File: src/rtl/crt_timing_pkg.sv
// Shared timing constants for the CRT sync controller: 640x480 default
// geometry, counter width and a helper to sum an axis' segments.
package crt_timing_pkg;

    localparam int CountW   = 10;
    localparam int MaxTotal = 1 << CountW;

    localparam int DefHVisible = 640;
    localparam int DefHFront   = 16;
    localparam int DefHSyncW   = 96;
    localparam int DefHBack    = 48;

    localparam int DefVVisible = 480;
    localparam int DefVFront   = 10;
    localparam int DefVSyncW   = 2;
    localparam int DefVBack    = 33;

    function automatic int axisTotal(int visible, int front, int syncW, int back);
        return visible + front + syncW + back;
    endfunction

endpackage

File: src/rtl/crt_sync_controller_if.sv
// Video timing bus: pixel-rate strobe in, sync/position/blanking out.
// The controller drives it through the master modport.
interface crt_sync_controller_if;
    import crt_timing_pkg::*;

    logic              pixelClock;
    logic              hSync;
    logic              vSync;
    logic [CountW-1:0] hCount;
    logic [CountW-1:0] vCount;
    logic              videoOn;
    logic              frameStart;

    modport master (
        input  pixelClock,
        output hSync, vSync, hCount, vCount, videoOn, frameStart
    );

    modport slave (
        output pixelClock,
        input  hSync, vSync, hCount, vCount, videoOn, frameStart
    );

endinterface

File: src/rtl/crt_axis_counter.sv
// One timing axis: a wrapping position counter whose sync and active flags
// are registered from the next count, so they never lag the count output.
module crt_axis_counter
    import crt_timing_pkg::*;
#(
    parameter int Visible = DefHVisible,
    parameter int Front   = DefHFront,
    parameter int SyncW   = DefHSyncW,
    parameter int Back    = DefHBack
) (
    input  logic              i_clk,
    input  logic              i_rst,
    input  logic              i_enable,
    output logic [CountW-1:0] o_count,
    output logic              o_sync,
    output logic              o_active,
    output logic              o_wrap
);

    localparam int Total = axisTotal(Visible, Front, SyncW, Back);
    localparam logic [CountW-1:0] LastCount = CountW'(Total - 1);
    localparam logic [CountW-1:0] VisEnd    = CountW'(Visible);
    localparam logic [CountW-1:0] SyncStart = CountW'(Visible + Front);
    localparam logic [CountW-1:0] SyncEnd   = CountW'(Visible + Front + SyncW);

    logic [CountW-1:0] r_count;
    logic              r_sync;
    logic              r_active;
    logic              w_atEnd;
    logic [CountW-1:0] w_nextCount;

    always_comb begin
        w_atEnd     = (r_count == LastCount);
        w_nextCount = r_count;
        if (i_enable) begin
            w_nextCount = w_atEnd ? '0 : r_count + CountW'(1);
        end
    end

    // Flags are derived from the value being loaded, keeping them aligned with it.
    always_ff @(posedge i_clk) begin
        if (i_rst) begin
            r_count  <= '0;
            r_sync   <= 1'b0;
            r_active <= 1'b1;
        end else begin
            r_count  <= w_nextCount;
            r_sync   <= (w_nextCount >= SyncStart) && (w_nextCount < SyncEnd);
            r_active <= (w_nextCount < VisEnd);
        end
    end

    assign o_count  = r_count;
    assign o_sync   = r_sync;
    assign o_active = r_active;
    assign o_wrap   = i_enable && w_atEnd;

endmodule

File: src/rtl/crt_sync_controller.sv
// CRT sync generator: edge-detects the pixel strobe and drives horizontal and
// vertical axis counters, producing syncs, blanking and a frame-start pulse.
module crt_sync_controller
    import crt_timing_pkg::*;
#(
    parameter int HVisible      = DefHVisible,
    parameter int HFront        = DefHFront,
    parameter int HSyncW        = DefHSyncW,
    parameter int HBack         = DefHBack,
    parameter int VVisible      = DefVVisible,
    parameter int VFront        = DefVFront,
    parameter int VSyncW        = DefVSyncW,
    parameter int VBack         = DefVBack,
    parameter bit SyncActiveLow = 1'b1
) (
    input logic                   i_clk,
    input logic                   i_rst,
    crt_sync_controller_if.master bus
);

    if (axisTotal(HVisible, HFront, HSyncW, HBack) > MaxTotal ||
        axisTotal(VVisible, VFront, VSyncW, VBack) > MaxTotal) begin : g_badGeometry
        $error("crt_sync_controller: axis total exceeds counter range");
    end

    logic r_pixelClockPrev;
    logic r_frameStart;
    logic w_tick;
    logic w_hWrap;
    logic w_vWrap;
    logic w_vEnable;
    logic w_hSync;
    logic w_vSync;
    logic w_hActive;
    logic w_vActive;

    assign w_tick    = bus.pixelClock & ~r_pixelClockPrev;
    assign w_vEnable = w_tick & w_hWrap;

    // Reset overrides any coincident tick because the counters test reset first.
    always_ff @(posedge i_clk) begin
        if (i_rst) begin
            r_pixelClockPrev <= 1'b0;
            r_frameStart     <= 1'b0;
        end else begin
            r_pixelClockPrev <= bus.pixelClock;
            r_frameStart     <= w_vWrap;
        end
    end

    crt_axis_counter #(
        .Visible (HVisible),
        .Front   (HFront),
        .SyncW   (HSyncW),
        .Back    (HBack)
    ) u_hAxis (
        .i_clk    (i_clk),
        .i_rst    (i_rst),
        .i_enable (w_tick),
        .o_count  (bus.hCount),
        .o_sync   (w_hSync),
        .o_active (w_hActive),
        .o_wrap   (w_hWrap)
    );

    crt_axis_counter #(
        .Visible (VVisible),
        .Front   (VFront),
        .SyncW   (VSyncW),
        .Back    (VBack)
    ) u_vAxis (
        .i_clk    (i_clk),
        .i_rst    (i_rst),
        .i_enable (w_vEnable),
        .o_count  (bus.vCount),
        .o_sync   (w_vSync),
        .o_active (w_vActive),
        .o_wrap   (w_vWrap)
    );

    assign bus.hSync      = SyncActiveLow ? ~w_hSync : w_hSync;
    assign bus.vSync      = SyncActiveLow ? ~w_vSync : w_vSync;
    assign bus.videoOn    = w_hActive & w_vActive;
    assign bus.frameStart = r_frameStart;

endmodule

File: src/flat_wrapper.sv
// flat-port wrapper written by rule: the top's interface ports become plain ports
module crt_sync_controller_flat import crt_timing_pkg::*;
#(
    parameter int HVisible      = DefHVisible,
    parameter int HFront        = DefHFront,
    parameter int HSyncW        = DefHSyncW,
    parameter int HBack         = DefHBack,
    parameter int VVisible      = DefVVisible,
    parameter int VFront        = DefVFront,
    parameter int VSyncW        = DefVSyncW,
    parameter int VBack         = DefVBack,
    parameter bit SyncActiveLow = 1'b1
)
  (i_clk, i_rst, bus_pixelClock, bus_hSync, bus_vSync, bus_hCount, bus_vCount, bus_videoOn, bus_frameStart);
  crt_sync_controller_if bus_i ();
  input logic i_clk;
  input logic i_rst;
  input wire logic [$bits(bus_i.pixelClock)-1:0] bus_pixelClock;
  output wire logic [$bits(bus_i.hSync)-1:0] bus_hSync;
  output wire logic [$bits(bus_i.vSync)-1:0] bus_vSync;
  output wire logic [$bits(bus_i.hCount)-1:0] bus_hCount;
  output wire logic [$bits(bus_i.vCount)-1:0] bus_vCount;
  output wire logic [$bits(bus_i.videoOn)-1:0] bus_videoOn;
  output wire logic [$bits(bus_i.frameStart)-1:0] bus_frameStart;
  assign bus_i.pixelClock = bus_pixelClock;
  assign bus_hSync = bus_i.hSync;
  assign bus_vSync = bus_i.vSync;
  assign bus_hCount = bus_i.hCount;
  assign bus_vCount = bus_i.vCount;
  assign bus_videoOn = bus_i.videoOn;
  assign bus_frameStart = bus_i.frameStart;
  crt_sync_controller #(.HVisible(HVisible), .HFront(HFront), .HSyncW(HSyncW), .HBack(HBack), .VVisible(VVisible), .VFront(VFront), .VSyncW(VSyncW), .VBack(VBack), .SyncActiveLow(SyncActiveLow)) u_core (.i_clk(i_clk), .i_rst(i_rst), .bus(bus_i));
endmodule
File: config.mk
export PLATFORM = sky130hd
export DESIGN_NAME = crt_sync_controller_flat
export DESIGN_NICKNAME = d
export VERILOG_FILES = /design/src/rtl/crt_timing_pkg.sv /design/src/rtl/crt_sync_controller_if.sv /design/src/rtl/crt_axis_counter.sv /design/src/rtl/crt_sync_controller.sv /design/src/flat_wrapper.sv
export SDC_FILE = /design/constraint.sdc
export NUM_CORES = 1
export LEC_CHECK = 0
export ABC_AREA = 1
export ABC_CLOCK_PERIOD_IN_PS = 1750
export CAP_MARGIN = 20
export CORE_AREA = 2 2 60 62
export DETAILED_ROUTE_END_ITERATION = 8
export DIE_AREA = 0 0 62 64
export PLACE_DENSITY = 0.78
export SYNTH_ARGS = -nofsm -noshare
export SYNTH_HDL_FRONTEND = slang
export SYNTH_SLANG_ARGS = --single-unit
File: constraint.sdc
create_clock -name i_clk -period 1.75 [get_ports i_clk]
set_input_delay 0.175 -clock i_clk [delete_from_list [all_inputs] [get_ports i_clk]]
set_output_delay 0.175 -clock i_clk [all_outputs]
set_load 0.01 [all_outputs]
==> run metrics <==
status=finished, final reports clean; M2 GR Usage=0.290; # hold bufs at CTS=0; fin nets=272; Yosys reg bits=26; top post-synthesis cells by area=dfxtp_1 (37%), nand2_1 (14%), nor2_1 (11%); Overall Global Routing Usage=0.176; 1st-iter DRT viols=115; Clock Path Buffers=2; per-cell routed wire length=12.3 um; vias=1563; hold depth=3; Worst EP required=2000 ps; Fill cells=283; routability congestion estimate=0.856; FF/Latch Area=526 um2; core area=3280 um2; Area Growth Syn to Fin=45.7%; worst r2r src=u_core.u_hAxis.o_count[1]; layout cells sized above 1=0.223; Avg Inst Size Synth=6.46 um2; sum of negative setup slack=0 ps; pre-CTS setup slack=-56.9 ps; CTS sink cnt=26; CTS tree=yes; DP Cell Count=300; initial antenna violation count=0; Final setup viols=0; Antenna diodes=0; Synth cell types=27; Overall Power=1.10 mW; hold crit path type=in -> reg; # Max-Cap Violations=0; Arr. time, crit path=1950 ps; RSZ-0062 raised after global routing=yes; worst-path maximum fanout=6; initial core utilization=0.433; Max Slew Vio Count=0; achievable frequency=587 MHz; VDD IR max=0.320 mV; area of the multi-input gates=825 um2; drt drc=0; Core Util, Final=0.630; global-route wire length before repair=5.49 mm; CP Launch Type=register; R2R Setup Slk=50 ps; largest net degree at the start of global routing=22; Slew @ Worst Pin=355 ps; Std-Cell Rows=21; number of top-level design ports=27; GRT busiest layer=met2; Final Cycle Share=0.973; drt pass-1 iters=5; met3 usage=0.0263; Detailed Route WL=3.82 mm; DP HPWL=2.48 mm; vias per inst=5.03; met1 GRT Util=0.231; die height=64 um; hold path startpoint=bus_pixelClock; post-synth top area share=0.366; Tmin final=1700 ps; IO Port Bufs=26; worst hold endpoint=u_core.r_pixelClockPrev; post-route insts no fill=311; worst setup path class=reg -> reg; Clock Latency Late Sink=330 ps; Crit. End Element=register; Final ANT Viol Nets=0; TritonCTS Buffers=3; final worst slack=46.9 ps; Fin. Hold Viols=0; cells after synthesis=220; Pleak=0.880 nW; pwr dens=533 nW/um2; post-synthesis sequential area ratio=0.366; Post-Syn Nets=226; clock skew=2.13 ps; Die ar.=3970 um2; CTS H-Tree Depth=1; Die Span X=62 um; Clk pin slew, worst setup/hold paths=150 ps; clk root buf=clkbuf_4; R2R depth=13; vias in the first global route=1341; global route overflow=0; Synth Cell Area=1420 um2; RR Endpoint=u_core.u_vAxis.o_sync; Yosys warning count=0; relative slew slack=0.761; area leader, netlist=dfxtp_1
-- Yosys cell counts (all sizes together) --
library cell	number
buf	3
xnor2	1
nand3	20
inv	37
a211oi	1
clkbuf	2
nand2	56
ha	3
o22ai	1
nor3	8
o21bai	1
nor2	48
xor2	1
nand4	5
o21ai	4
a21oi	3
dfxtp	26
-- cell usage in the layout, fill, tap and decap left out, drive strengths merged --
master,synthesis,routed
o21bai,1,1
o22ai,1,1
a211oi,1,1
bufinv,0,1
xnor2,1,1
dfxtp,26,26
clkbuf,2,5
ha,3,3
xor2,1,1
nor3,8,8
nor2,48,48
buf,3,18
nand2,56,56
a21oi,3,3
clkdlybuf4s50,0,26
nand4,5,5
nand3,20,20
inv,37,37
o21ai,4,4
-- critical path, stage by stage, from the launching register on --
cell and delay (ps):
dfxtp_2 380, ha_4 150, nand2_4 50, nor2_4 120, nand2_4 70, nor2_4 120
buf_6 120, clkbuf_16 130, buf_6 120, nand3_1 80, nand2_2 100, nor2_4 40
nand2_1 80, nor2_1 50
-- worst max-delay path by stage --
stage                                    to  slack [ps]                      start
global route          u_core.u_hAxis.o_sync         -90  u_core.u_hAxis.o_count[0]
finish                u_core.u_vAxis.o_sync          50  u_core.u_hAxis.o_count[1]
CTS                 u_core.u_vAxis.o_active          60  u_core.u_hAxis.o_count[0]
floorplan           u_core.u_vAxis.o_active         100  u_core.u_hAxis.o_count[0]
detailed placement  u_core.u_hAxis.o_active         -60             bus_pixelClock
global placement    u_core.u_hAxis.o_active         -10             bus_pixelClock
-- metal layers --
layer | wire, um | vias to the layer above | share of wire
met5 | 0 | - | 0
met1 | 1590 | 707 | 0.42
met4 | 106 | 0 | 0.028
met2 | 1810 | 72 | 0.47
li1 | - | 769 | -
met3 | 322 | 15 | 0.084
-- sequential cells by signal (all words and copies together), names as in the netlist --
name / flops
u_core.bus.frameStart: 1
u_core.r_pixelClockPrev: 1
u_core.u_hAxis.o_active: 1
u_core.u_hAxis.o_count: 10
u_core.u_hAxis.o_sync: 1
u_core.u_vAxis.o_active: 1
u_core.u_vAxis.o_count: 10
u_core.u_vAxis.o_sync: 1
-- layout make-up --
| cell class | instances | area share |
|---|---|---|
| multi-input cells | 152 | 0.398 |
| flip-flops and latches | 26 | 0.254 |
| repair buffers | 46 | 0.227 |
| inverters | 37 | 0.0683 |
| well taps | 46 | 0.0278 |
| clock inverters | 1 | 0.0145 |
| clock buffers | 3 | 0.0109 |
-- metrics by stage --
step                      hold WS (ps)  cell area (um2)
after global routing               483             2070
after CTS                          436             1870
after global placement             544             1810
after detailed placement           543             1810
after floorplan                    300             1420
final                              490             2070
-- power breakdown --
part,internal (mW),switching [mW],leakage (nW)
combinational,0.0381,0.0365,0.641
clock,0.232,0.192,0.0279
sequential,0.600,0.00636,0.212
total,0.869,0.235,0.880
-- cells by family after synthesis --
| group | Yosys count | synth area share |
|---|---|---|
| adders and majority gates | 3 | 0.0264 |
| xor gates and xnor gates | 2 | 0.0123 |
| buffers and inverters | 42 | 0.122 |
| DFF | 26 | 0.366 |
| and+or+nand+nor | 137 | 0.433 |
| AOI/OAI and AO/OA | 10 | 0.0396 |
-- repair_timing --
action,CTS,global route
endpoints found under the setup margin,0,7
buffers inserted,0,5
gates resized for setup,0,36
Note: power is estimated with default switching activity, not from simulation.
